==> config.mk <==
export PLATFORM = sky130hd
export DESIGN_NAME = tdm_demux
export DESIGN_NICKNAME = d
export VERILOG_FILES = /design/src/rtl/tdm_demux_pkg.sv /design/src/rtl/tdm_slot_counter.sv /design/src/rtl/tdm_demux.sv
export SDC_FILE = /design/constraint.sdc
export NUM_CORES = 1
export LEC_CHECK = 0
export BUFFER_PORTS_ARGS = -buffer_cell sky130_fd_sc_hd__buf_2
export CORE_ASPECT_RATIO = 0.7
export CORE_MARGIN = 10
export CORE_UTILIZATION = 40
export CTS_CLUSTER_DIAMETER = 80
export CTS_CLUSTER_SIZE = 28
export DETAILED_ROUTE_END_ITERATION = 6
export GPL_TIMING_DRIVEN = 0
export PLACE_DENSITY = 0.59
export SLEW_MARGIN = 20
export SYNTH_ARGS = -nofsm -noshare
export SYNTH_HDL_FRONTEND = slang
export SYNTH_SLANG_ARGS = --single-unit
==> constraint.sdc <==
create_clock -name clk -period 4.9 [get_ports clk]
set_input_delay 0.98 -clock clk [delete_from_list [all_inputs] [get_ports clk]]
set_output_delay 0.98 -clock clk [all_outputs]
set_load 0.02 [all_outputs]
==> src/rtl/tdm_demux_pkg.sv <==
// Shared definitions for the TDM link: lock-state encoding and a width helper
// used by both the receive demux and the matching transmitter.
package tdm_demux_pkg;

    localparam logic [0:0] HUNT   = 1'b0;
    localparam logic [0:0] LOCKED = 1'b1;

    // Ceiling log2, never below 1 so that a slot index always has at least one bit.
    function automatic int clog2(input int n);
        int r;
        int v;
        r = 0;
        v = n - 1;
        while (v > 0) begin
            r = r + 1;
            v = v >> 1;
        end
        return (r < 1) ? 1 : r;
    endfunction

endpackage

==> src/rtl/tdm_slot_counter.sv <==
// Mod-NCH slot counter with synchronous clear, load-to-one on frame start, and
// a combinational wrap flag raised when the last slot is being consumed.
module tdm_slot_counter
    import tdm_demux_pkg::*;
#(
    parameter int NCH = 4,
    parameter int SW  = clog2(NCH)
) (
    input  logic          clk,
    input  logic          rst,
    input  logic          clr,
    input  logic          load1,
    input  logic          inc,
    output logic [SW-1:0] count,
    output logic          wrap
);

    localparam logic [SW-1:0] LAST = SW'(NCH - 1);

    logic [SW-1:0] count_reg;

    assign count = count_reg;
    assign wrap  = inc && (count_reg == LAST);

    // Explicit wrap at NCH-1 so non-power-of-two frame lengths work.
    always_ff @(posedge clk or posedge rst) begin
        if (rst) begin
            count_reg <= '0;
        end else if (clr) begin
            count_reg <= '0;
        end else if (load1) begin
            count_reg <= SW'(1);
        end else if (inc) begin
            count_reg <= wrap ? '0 : count_reg + 1'b1;
        end
    end

endmodule

==> src/rtl/tdm_demux.sv <==
// TDM receiver: aligns to frame_sync, collects NCH slots in a shadow buffer and
// publishes each complete frame to ch_data atomically with a frame_valid pulse.
module tdm_demux
    import tdm_demux_pkg::*;
#(
    parameter int NCH = 4,
    parameter int W   = 8
) (
    input  logic                   clk,
    input  logic                   rst,
    input  logic [W-1:0]           din,
    input  logic                   din_valid,
    input  logic                   frame_sync,
    output logic [NCH*W-1:0]       ch_data,
    output logic                   frame_valid,
    output logic                   locked,
    output logic                   sync_err,
    output logic [clog2(NCH)-1:0]  slot_idx
);

    localparam int SW = clog2(NCH);

    logic [0:0]        state_reg;
    logic [W-1:0]      shadow_reg [NCH-1];
    logic [NCH*W-1:0]  ch_data_reg;
    logic [NCH*W-1:0]  ch_data_next;
    logic              frame_valid_reg;
    logic              sync_err_reg;
    logic [SW-1:0]     count;
    logic              wrap;
    logic              is_locked;
    logic              start;
    logic              take;
    logic              early_sync;
    logic              missing_sync;

    assign is_locked    = (state_reg == LOCKED);
    assign start        = din_valid && frame_sync;
    assign early_sync   = start && is_locked && (count != '0);
    assign missing_sync = din_valid && !frame_sync && is_locked && (count == '0);
    assign take         = din_valid && !frame_sync && is_locked && (count != '0);

    tdm_slot_counter #(
        .NCH (NCH),
        .SW  (SW)
    ) u_slot_counter (
        .clk   (clk),
        .rst   (rst),
        .clr   (missing_sync),
        .load1 (start),
        .inc   (take),
        .count (count),
        .wrap  (wrap)
    );

    // The last slot bypasses the shadow buffer and lands in ch_data directly.
    generate
        for (genvar gi = 0; gi < NCH - 1; gi++) begin : g_shadow
            always_ff @(posedge clk or posedge rst) begin
                if (rst) begin
                    shadow_reg[gi] <= '0;
                end else if ((start && gi == 0) || (take && count == SW'(gi))) begin
                    shadow_reg[gi] <= din;
                end
            end
            assign ch_data_next[gi*W +: W] = shadow_reg[gi];
        end
    endgenerate

    assign ch_data_next[(NCH-1)*W +: W] = din;

    always_ff @(posedge clk or posedge rst) begin
        if (rst) begin
            state_reg       <= HUNT;
            ch_data_reg     <= '0;
            frame_valid_reg <= 1'b0;
            sync_err_reg    <= 1'b0;
        end else begin
            frame_valid_reg <= wrap;
            sync_err_reg    <= early_sync || missing_sync;
            if (wrap) begin
                ch_data_reg <= ch_data_next;
            end
            if (start) begin
                state_reg <= LOCKED;
            end else if (missing_sync) begin
                state_reg <= HUNT;
            end
        end
    end

    assign ch_data     = ch_data_reg;
    assign frame_valid = frame_valid_reg;
    assign sync_err    = sync_err_reg;
    assign locked      = is_locked;
    assign slot_idx    = count;

endmodule

==> impl_metrics.ini, run 1 <==
[pwr]
p_leak_nw = 1.67
switching_share_pct = 29.8
p_sw_mw = 0.490
p_per_area_nw_per_um2 = 544
p_int_mw = 1.15
ir_drop_v = 0.000224
p_comb_share_pct = 26.7
power.total_mw = 1.64
power_frac_seq_pct = 45.1
power_frac_clock_pct = 28.2

[grt]
first_global_vias = 1605
grt_pass1_wl_mm = 8.51
grt_usage_pct = 11.4
grt_max_degree = 62
gr-total-overflow = 0
antenna_found_initial = 0

[timing]
drv_slew = 0
rsz0062_at_grt = false
worst_pin_slew_ns = 0.735
clock_skew_ns = 0.00619
finalSetupViolCount = 0
finalCriticalPeriod_ns = 1.96
relSlewSlack_pct = 51.0
setup_tns_ns = 0
hold-worst-slack_ns = 0.496
fmax_mhz = 510
period_share_pct = 40.0
finalHoldViolCount = 0
worst_slack_ns = 2.94

[clock_network]
cts-hold-fix-buffers = 0
cts_resized = 0
path_clk_slew_ns = 0.07
clock-sinks = 61
tritoncts = yes
clk_latency_ns = 0.33
postCtsSetupBuffers = 0
root_buffer = clkbuf_8
cts_buffers = 9
cts.htree.levels = 3
clock_path_buffers = 2

[min_path]
hold_start = ch_data_next[22]
hold_class = reg2reg
whs_path_depth = 1

[floorplanning]
core_area_um2 = 5840
placement_rows = 23
num_io_pins = 49
die_area_um2 = 9760
die_y_um = 85.7
die_w_um = 114
start_util_pct = 42.3

[synth]
synth_fp_nets = 160
postSynthAreaPerCell_um2 = 17.1
synth_common_cells = dfrtp_1 (61), mux2_4 (29), mux2_2 (27), nand2_1 (5)
synth_area_leaders = dfrtp_1 (62%), mux2_4 (18%), mux2_2 (12%), ha_1 (2.0%), buf_6 (1.4%)
yosysMostFrequentCell = dfrtp_1
yosysWarnings = 0
synth_top_area_cell = dfrtp_1
syn_area_um2 = 2470
yosysSeqAreaShare_pct = 61.8
synth_ff_type = dfrtp_1
syn-instance-count = 144
synth_top_area_share_pct = 61.8
synth_edf_count = 0
synth-async-reset-ratio_pct = 100
ys_seq_elements = 61
yosysUniqueCellTypes = 15

[worst_setup_path]
r2r_start = u_slot_counter.count[0]
crit_fanout = 6
cp_slowest_cell = dfrtp_1
crit_arrival_ns = 0.98
worstPathRequired_ns = 3.92
cp_num_cells = 1
startpoint = u_slot_counter.count[0]
path_cells = buf_2
path_delay_family = flip-flops
cp-start-kind = flop
worstPathBufferInverterCount = 1
worst-setup-path-type = reg2out
cp-end-kind = output port
ff2ff_path_depth = 6
critPathMaxStageDelay_ns = 0.44

[route]
wl_per_cell_um = 18.2
first_pass_iters = 3
drt_iter0_drc = 60
vias = 1393
drc = 0
totalWireLength_mm = 5.16
ant_nets = 0
vias_per_cell = 4.92

[placed_design]
gp_congestion = 0.773
port_buffers = 48
pre_cts_ws_ns = 2.65
dp_hpwl_mm = 3.65

[final_layout]
final_nets = 219
diodes = 0
largest_reg_flops = 32
drive_gt1_share_pct = 61.1
area_growth_syn_to_layout_pct = 22.2
n_fill_cell = 505

[flow_run]
drv_cap = 0

[run_status]
status = finished clean
==> worst paths after layout <==
kind	endpoint	slack, ns
setup reg to reg	ch_data[20]	2.98
max in group asynchronous	ch_data[20]	3.64
hold / removal	ch_data[22]	0.50
min in group asynchronous	ch_data[0]	0.76
hold reg to reg	ch_data[22]	0.50
setup / recovery	slot_idx[0]	2.94
==> cell families (layout without fill, tap and decap cells) <==
logic type                 Yosys count  count (layout)  share of synthesized area [%]
AOI/OAI and AO/OA                    4               4                           1.12
muxes                               56              56                           30.0
xor gates and xnor gates             1               1                          0.355
and+or+nand+nor                     11              11                           2.74
adders and majority gates            4               4                           2.03
DFF                                 61              61                           61.8
buffers and inverters                7              71                           1.98
==> cell usage in the layout (no fill, tap or decap), types with 2 or more instances in the layout <==
master / Yosys / routed
dfrtp_1: 61 / 61
buf_2: 0 / 48
mux2_4: 29 / 29
mux2_2: 27 / 27
clkbuf_8: 0 / 12
nand2_1: 5 / 5
ha_1: 4 / 4
buf_6: 3 / 3
inv_1: 4 / 3
nand2_2: 2 / 2
o21ai_0: 2 / 2
a22o_1: 2 / 2
==> routing by layer <==
layer	vias to the layer above	track usage, %	routed length, um
met1	718	14.1	2450
met5	-	0	0
met2	39	16.9	2330
met4	0	4.77	79
li1	627	-	-
met3	9	5.15	305
==> power by group through the flow <==
stage	clock network, mW	registers [mW]	logic [mW]
2_1_floorplan	0	0.827	0.216
3_3_place_gp	0	0.737	0.435
3_5_place_dp	0	0.750	0.447
4_1_cts	0.477	0.743	0.449
5_1_grt	0.503	0.762	0.474
6_report	0.463	0.740	0.437
==> area by class of cell <==
type                       instances  area [um^2]  area share (%)
sequential                        61         1530            50.6
multi-input combinational         76          893            29.6
timing repair buffer              48          240            7.96
clock buffer                      13          169            5.60
tap                               75         93.8            3.11
clock inverter                     3         42.5            1.41
buffer                             3         33.8            1.12
inverter                           4         17.5           0.581
==> stage by stage <==
step / area [um^2] / util (%) / std cells
after floorplan: 2470 / - / 144
after global placement: 2800 / 48.0 / 267
after detailed placement: 2810 / 48.0 / 267
after CTS: 3020 / 51.6 / 283
after global routing: 3020 / 51.6 / 283
final: 3020 / 51.6 / 283
No activity file was read; power rests on OpenSTA's default activity.
==> run 2, diff against run 1 <==
--- a/config.mk
+++ b/config.mk
@@ -5,6 +5,7 @@
 export SDC_FILE = /design/constraint.sdc
 export NUM_CORES = 1
 export LEC_CHECK = 0
+export ABC_AREA = 1
 export BUFFER_PORTS_ARGS = -buffer_cell sky130_fd_sc_hd__buf_2
 export CORE_ASPECT_RATIO = 0.7
 export CORE_MARGIN = 10
@@ -13,7 +14,7 @@
 export CTS_CLUSTER_SIZE = 28
 export DETAILED_ROUTE_END_ITERATION = 6
 export GPL_TIMING_DRIVEN = 0
-export PLACE_DENSITY = 0.59
+export PLACE_DENSITY = 0.62
 export SLEW_MARGIN = 20
 export SYNTH_ARGS = -nofsm -noshare
 export SYNTH_HDL_FRONTEND = slang
==> constraint.sdc (replaced) <==
create_clock -name clk -period 1.7 [get_ports clk]
set_input_delay 0.34 -clock clk [delete_from_list [all_inputs] [get_ports clk]]
set_output_delay 0.34 -clock clk [all_outputs]
set_load 0.02 [all_outputs]
==> run 2 against run 1 <==
Against the previous run: synthesized area decreased by 5.2%; wire length up 3.1%; final cell count increased by 36%; critical path depth up 6; clock skew is 0.0010 ns higher; clock-buffer cell count decreased by 3; critical path type is now reg2reg; highest routed layer unchanged.
==> impl_metrics.ini, run 2 <==
[final_layout]
n_fill_cell = 567
layout_commonest_cell = nand2_1
most-common-layout-cells = nand2_1 (116), dfrtp_1 (61), buf_2 (50)
diodes = 0
drive_gt1_share_pct = 24.6
fin_area_um2 = 2860
layout.cells.non_filler = 384
largest_reg_flops = 32
post-route-util_pct = 50.2
final_nets = 321
area_growth_syn_to_layout_pct = 22.1

[grt]
grt_usage_pct = 12.0
grt_pass1_wl_mm = 9.00
gr-total-overflow = 0
first_global_vias = 1821
grt_max_degree = 35
antenna_found_initial = 0

[timing]
setup_tns_ns = 0
clock_skew_ns = 0.00722
relSlewSlack_pct = 59.2
period_share_pct = 93.4
worst_pin_slew_ns = 0.610
finalCriticalPeriod_ns = 1.59
finalHoldViolCount = 0
finalSetupViolCount = 0
hold-worst-slack_ns = 0.0682
drv_slew = 0
fmax_mhz = 630
rsz0062_at_grt = true

[placed_design]
dp_cells = 369
place_area_um2 = 2700
port_buffers = 48
dp_hpwl_mm = 3.77
gp_congestion = 0.746

[floorplanning]
core_area_um2 = 5700
die_y_um = 84.0
num_io_pins = 49
placement_rows = 23
start_util_pct = 41.1
die_w_um = 111
die_area_um2 = 9360

[route]
vias = 1804
wl_per_cell_um = 13.9
totalWireLength_mm = 5.32
ant_nets = 0
first_pass_iters = 4
drc = 0
drt_iter0_drc = 72
vias_per_cell = 4.70

[synth]
yosysUniqueCellTypes = 15
syn_area_um2 = 2340
postSynthAreaPerCell_um2 = 9.56
syn-instance-count = 245
synth_simple_gate_area_share_pct = 20.4
yosys.area_share.xor_xnor_pct = 0
synth_ff_type = dfrtp_1
synth-adder-area-share_pct = 2.14
synth_compound_area_share_pct = 7.32
synthMuxAreaShare_pct = 0
synth_top_family_by_area = simple AND/OR/NAND/NOR gates
synth_top_area_cell = dfrtp_1
yosysWarnings = 0
synth_top_area_share_pct = 65.2
synth_area_leaders = dfrtp_1 (65%), nand2_1 (19%), o21ai_0 (7.1%), ha_1 (2.1%), inv_1 (2.1%)
synth-async-reset-ratio_pct = 100
synth_edf_count = 0
yosysMostFrequentCell = nand2_1
synth_fp_nets = 261
synth_common_cells = nand2_1 (116), dfrtp_1 (61), o21ai_0 (33), inv_1 (13)
ys_seq_elements = 61
yosysSeqAreaShare_pct = 65.2

[pwr]
p_leak_nw = 1.62
p_per_area_nw_per_um2 = 1630
ir_drop_v = 0.000726

[worst_setup_path]
r2r-end = ch_data_next[14]
r2r_start = u_slot_counter.count[0]
cp-start-kind = flop
cp-end-kind = flop
r2r_slack_ns = 0.11
ff2ff_path_depth = 7
worstPathRequired_ns = 1.92
crit_fanout = 10
worst-setup-path-type = reg2reg
crit_arrival_ns = 1.80

[clock_network]
clock_path_buffers = 2
clock-sinks = 61
root_buffer = clkbuf_8
cts_buffers = 9
clk_latency_ns = 0.33
tritoncts = yes
path_clk_slew_ns = 0.07
cts.htree.levels = 3
postCtsSetupBuffers = 0

[flow_run]
drv_cap = 0

[run_status]
status = finished clean

[min_path]
hold_class = in2async
[run 2: cell count changes after synthesis, moves of 4 or more]
cell,change
nand2_1,+111
mux2_2,-27
inv_1,+9
mux2_4,-29
o21ai_0,+31
clkbuf_1,+4
[run 2: cell type report]
class                   instances  area [um^2]  area share (%)
flip-flops and latches         61         1530            53.4
clock buffers                  10          128            4.47
multi-input cells             160          699            24.5
plain buffers                  10         65.1            2.28
inverters                      14         56.3            1.97
repair buffers                 49          260            9.11
clock inverters                 5         28.8            1.01
well taps                      75         93.8            3.28
[run 2: logic make-up after synthesis]
family	count (synthesis)
adder cells (fa/ha/maj)	4
AO/OA/AOI/OAI	34
AND/OR/NAND/NOR	122
buffers and inverters	24
flip-flops	61
[run 2: routing by layer]
metal  track usage, %  vias up  part of all wire, %
met2             17.1       50                   42
met1             14.8      858                   48
met3             6.90       10                  8.5
met4             4.19        0                  1.3
met5                0        -                    0
li1                 -      886                    -
[run 2: repair_timing]
action,4_1_cts,5_1_grt
gates resized for setup,0,4
setup endpoints to repair,0,33
hold buffers,0,0
hold endpoints to repair,0,0
[run 2: how the worst max path moves through the flow]
| stage | startpoint | endpoint | slack, ns | cells past startpoint |
|---|---|---|---|---|
| floorplan | u_slot_counter.count[0] | ch_data_next[13] | 0.18 | 7 |
| global placement | u_slot_counter.count[0] | ch_data_next[23] | 0.11 | 7 |
| detailed placement | u_slot_counter.count[0] | ch_data_next[14] | 0.11 | 7 |
| CTS | u_slot_counter.count[0] | ch_data[4] | 0.08 | 7 |
| global route | u_slot_counter.count[0] | ch_data_next[13] | -0.07 | 7 |
| finish | u_slot_counter.count[0] | ch_data_next[14] | 0.11 | 7 |
[run 2: critical path, cell delays in order (launching register included)]
cell	delay, ns
dfrtp_1	0.40
inv_1	0.09
ha_1	0.21
inv_1	0.12
nand3_1	0.28
buf_6	0.24
nand2_1	0.05
o21ai_0	0.07
[run 2: where the power goes]
group | internal [mW] | switching [mW] | total (mW)
logic | 0.488 | 0.908 | 1.40
registers | 1.95 | 0.266 | 2.21
clock network | 0.512 | 0.544 | 1.06
[run 2: per-stage QoR]
step | setup WS, ns | power, mW
CTS | 0.0811 | 4.74
detailed placement | 0.109 | 3.66
finish | 0.113 | 4.66
floorplan | 0.181 | 3.15
global route | -0.0746 | 5.03
global placement | 0.114 | 3.63
==> run 3, diff against run 2 <==
--- a/config.mk
+++ b/config.mk
@@ -5,16 +5,17 @@
 export SDC_FILE = /design/constraint.sdc
 export NUM_CORES = 1
 export LEC_CHECK = 0
-export ABC_AREA = 1
 export BUFFER_PORTS_ARGS = -buffer_cell sky130_fd_sc_hd__buf_2
+export CELL_PAD_IN_SITES_DETAIL_PLACEMENT = 1
+export CELL_PAD_IN_SITES_GLOBAL_PLACEMENT = 2
 export CORE_ASPECT_RATIO = 0.7
 export CORE_MARGIN = 10
-export CORE_UTILIZATION = 40
+export CORE_UTILIZATION = 35
 export CTS_CLUSTER_DIAMETER = 80
 export CTS_CLUSTER_SIZE = 28
 export DETAILED_ROUTE_END_ITERATION = 6
 export GPL_TIMING_DRIVEN = 0
-export PLACE_DENSITY = 0.62
+export PLACE_DENSITY = 0.73
 export SLEW_MARGIN = 20
 export SYNTH_ARGS = -nofsm -noshare
 export SYNTH_HDL_FRONTEND = slang
==> run 3 against run 2 <==
Against the previous run: clock-buffer cell count down 1; die area is 16% higher; clock skew up 0.0042 ns; first-iteration DRC count is 32% lower; clock power is 22% higher; largest cell class unchanged; highest routed layer unchanged.
==> impl_metrics.ini, run 3 (synthesized netlist as in run 1, its figures left out) <==
[grt]
grt_pass1_wl_mm = 9.06
grtUsageMet3_pct = 6.00
first_global_vias = 1677
use_met1_pct = 12.7
grt_use_met2_pct = 16.3
grt_usage_pct = 10.8
grt_busiest_layer = met2
grt_max_degree = 36
gr-total-overflow = 0
antenna_found_initial = 0

[worst_setup_path]
cp-start-kind = flop
r2r_start = u_slot_counter.count[0]
cp-end-kind = flop
r2r_slack_ns = 0.05
worst-setup-path-type = reg2reg
startpoint = u_slot_counter.count[0]
crit_fanout = 10
crit_arrival_ns = 1.88
path_cells = inv_2 -> ha_4 -> and4bb_4 -> nand2_8 -> buf_12 -> mux2_4
critPathMaxStageDelay_ns = 0.38
cp_slowest_cell = dfrtp_2
worstPathRequired_ns = 1.93

[min_path]
hold_class = in2async

[placed_design]
gp_congestion = 0.735
dp_hpwl_mm = 3.84
port_buffers = 48
place_area_um2 = 2870

[final_layout]
n_fill_cell = 704
post-route-util_pct = 46.2
layout_commonest_cell = dfrtp_1
final_nets = 224
area_growth_syn_to_layout_pct = 26.9
largest_reg_flops = 32
multi_input_comb_area_um2 = 918
seq_area_um2 = 1530
most-common-layout-cells = dfrtp_1 (59), buf_2 (48), mux2_4 (29)
fin_area_um2 = 3130
drive_gt1_share_pct = 64.8
diodes = 0

[timing]
clock_skew_ns = 0.0114
finalSetupViolCount = 0
finalCriticalPeriod_ns = 1.65
period_share_pct = 97.0
fmax_mhz = 607
relSlewSlack_pct = 60.1
hold-worst-slack_ns = 0.0578
drv_slew = 0
finalHoldViolCount = 0
worst_pin_slew_ns = 0.598

[floorplanning]
core_area_um2 = 6790
start_util_pct = 36.4
placement_rows = 25
num_io_pins = 49
die_y_um = 90.3
die_w_um = 120
die_area_um2 = 10900

[route]
drt_iter0_drc = 49
vias_per_cell = 4.57
wl_per_cell_um = 17.8
first_pass_iters = 4
totalWireLength_mm = 5.48
vias = 1404
ant_nets = 0
drc = 0

[pwr]
ir_drop_v = 0.000520
p_per_area_nw_per_um2 = 1520
p_leak_nw = 1.68

[clock_network]
tritoncts = yes
clk_latency_ns = 0.34
clock_path_buffers = 2
clock-sinks = 61
cts.htree.levels = 3
root_buffer = clkbuf_8
cts_buffers = 9
path_clk_slew_ns = 0.08

[flow_run]
drv_cap = 0

[run_status]
status = finished clean
[run 3: layer usage]
| layer | wire length [um] | vias up |
|---|---|---|
| li1 | - | 639 |
| met1 | 2480 | 722 |
| met2 | 2530 | 36 |
| met3 | 410 | 7 |
| met4 | 58 | 0 |
| met5 | 0 | - |
[run 3: layout make-up]
cell class / count / area share (%)
Sequential cell: 61 / 48.8
Multi-Input combinational cell: 76 / 29.3
Timing Repair Buffer: 53 / 9.27
Clock buffer: 9 / 3.95
Tap cell: 94 / 3.75
Clock inverter: 7 / 2.40
Buffer: 3 / 1.92
Inverter: 4 / 0.599
[run 3: per-stage QoR]
| step | setup TNS, ns | setup WS [ns] | total power [mW] | cells |
|---|---|---|---|---|
| after floorplan | -0.264 | -0.0120 | 3.03 | 144 |
| after global placement | -0.698 | -0.0373 | 3.41 | 286 |
| after detailed placement | -1.69 | -0.0733 | 3.50 | 287 |
| after CTS | -0.00637 | -0.00276 | 4.84 | 305 |
| after global routing | -0.00443 | -0.00329 | 5.07 | 307 |
| final | 0 | 0.0512 | 4.77 | 307 |
[run 3: what timing repair did]
action | 4_1_cts | 5_1_grt
buffers inserted | 2 | 2
pin swaps | 0 | 1
gates cloned | 0 | 0
gates resized for setup | 1 | 6
hold buffers | 0 | 0
endpoints found under the setup margin | 38 | 29
[run 3: worst paths after layout]
path,endpoint,depth (start not counted)
setup / recovery,ch_data[26],6
hold reg to reg,ch_data[14],1
max in group asynchronous,u_slot_counter.count[0],3
hold / removal,frame_valid,2
min in group clk,ch_data_next[18],2
setup reg to reg,ch_data[26],6
[run 3: worst max-delay path: cells and delay by family, from the launching register on]
kind	cells	cell delay, ns
adders and majority gates	1	0.17
buffers and inverters	2	0.23
DFF	1	0.38
muxes	1	0.30
and+or+nand+nor	2	0.48
[run 3: power breakdown]
group	leakage [nW]	internal [mW]	switching, mW
clock	0.0918	0.680	0.613
combinational	0.792	0.686	0.657
sequential	0.795	1.88	0.247
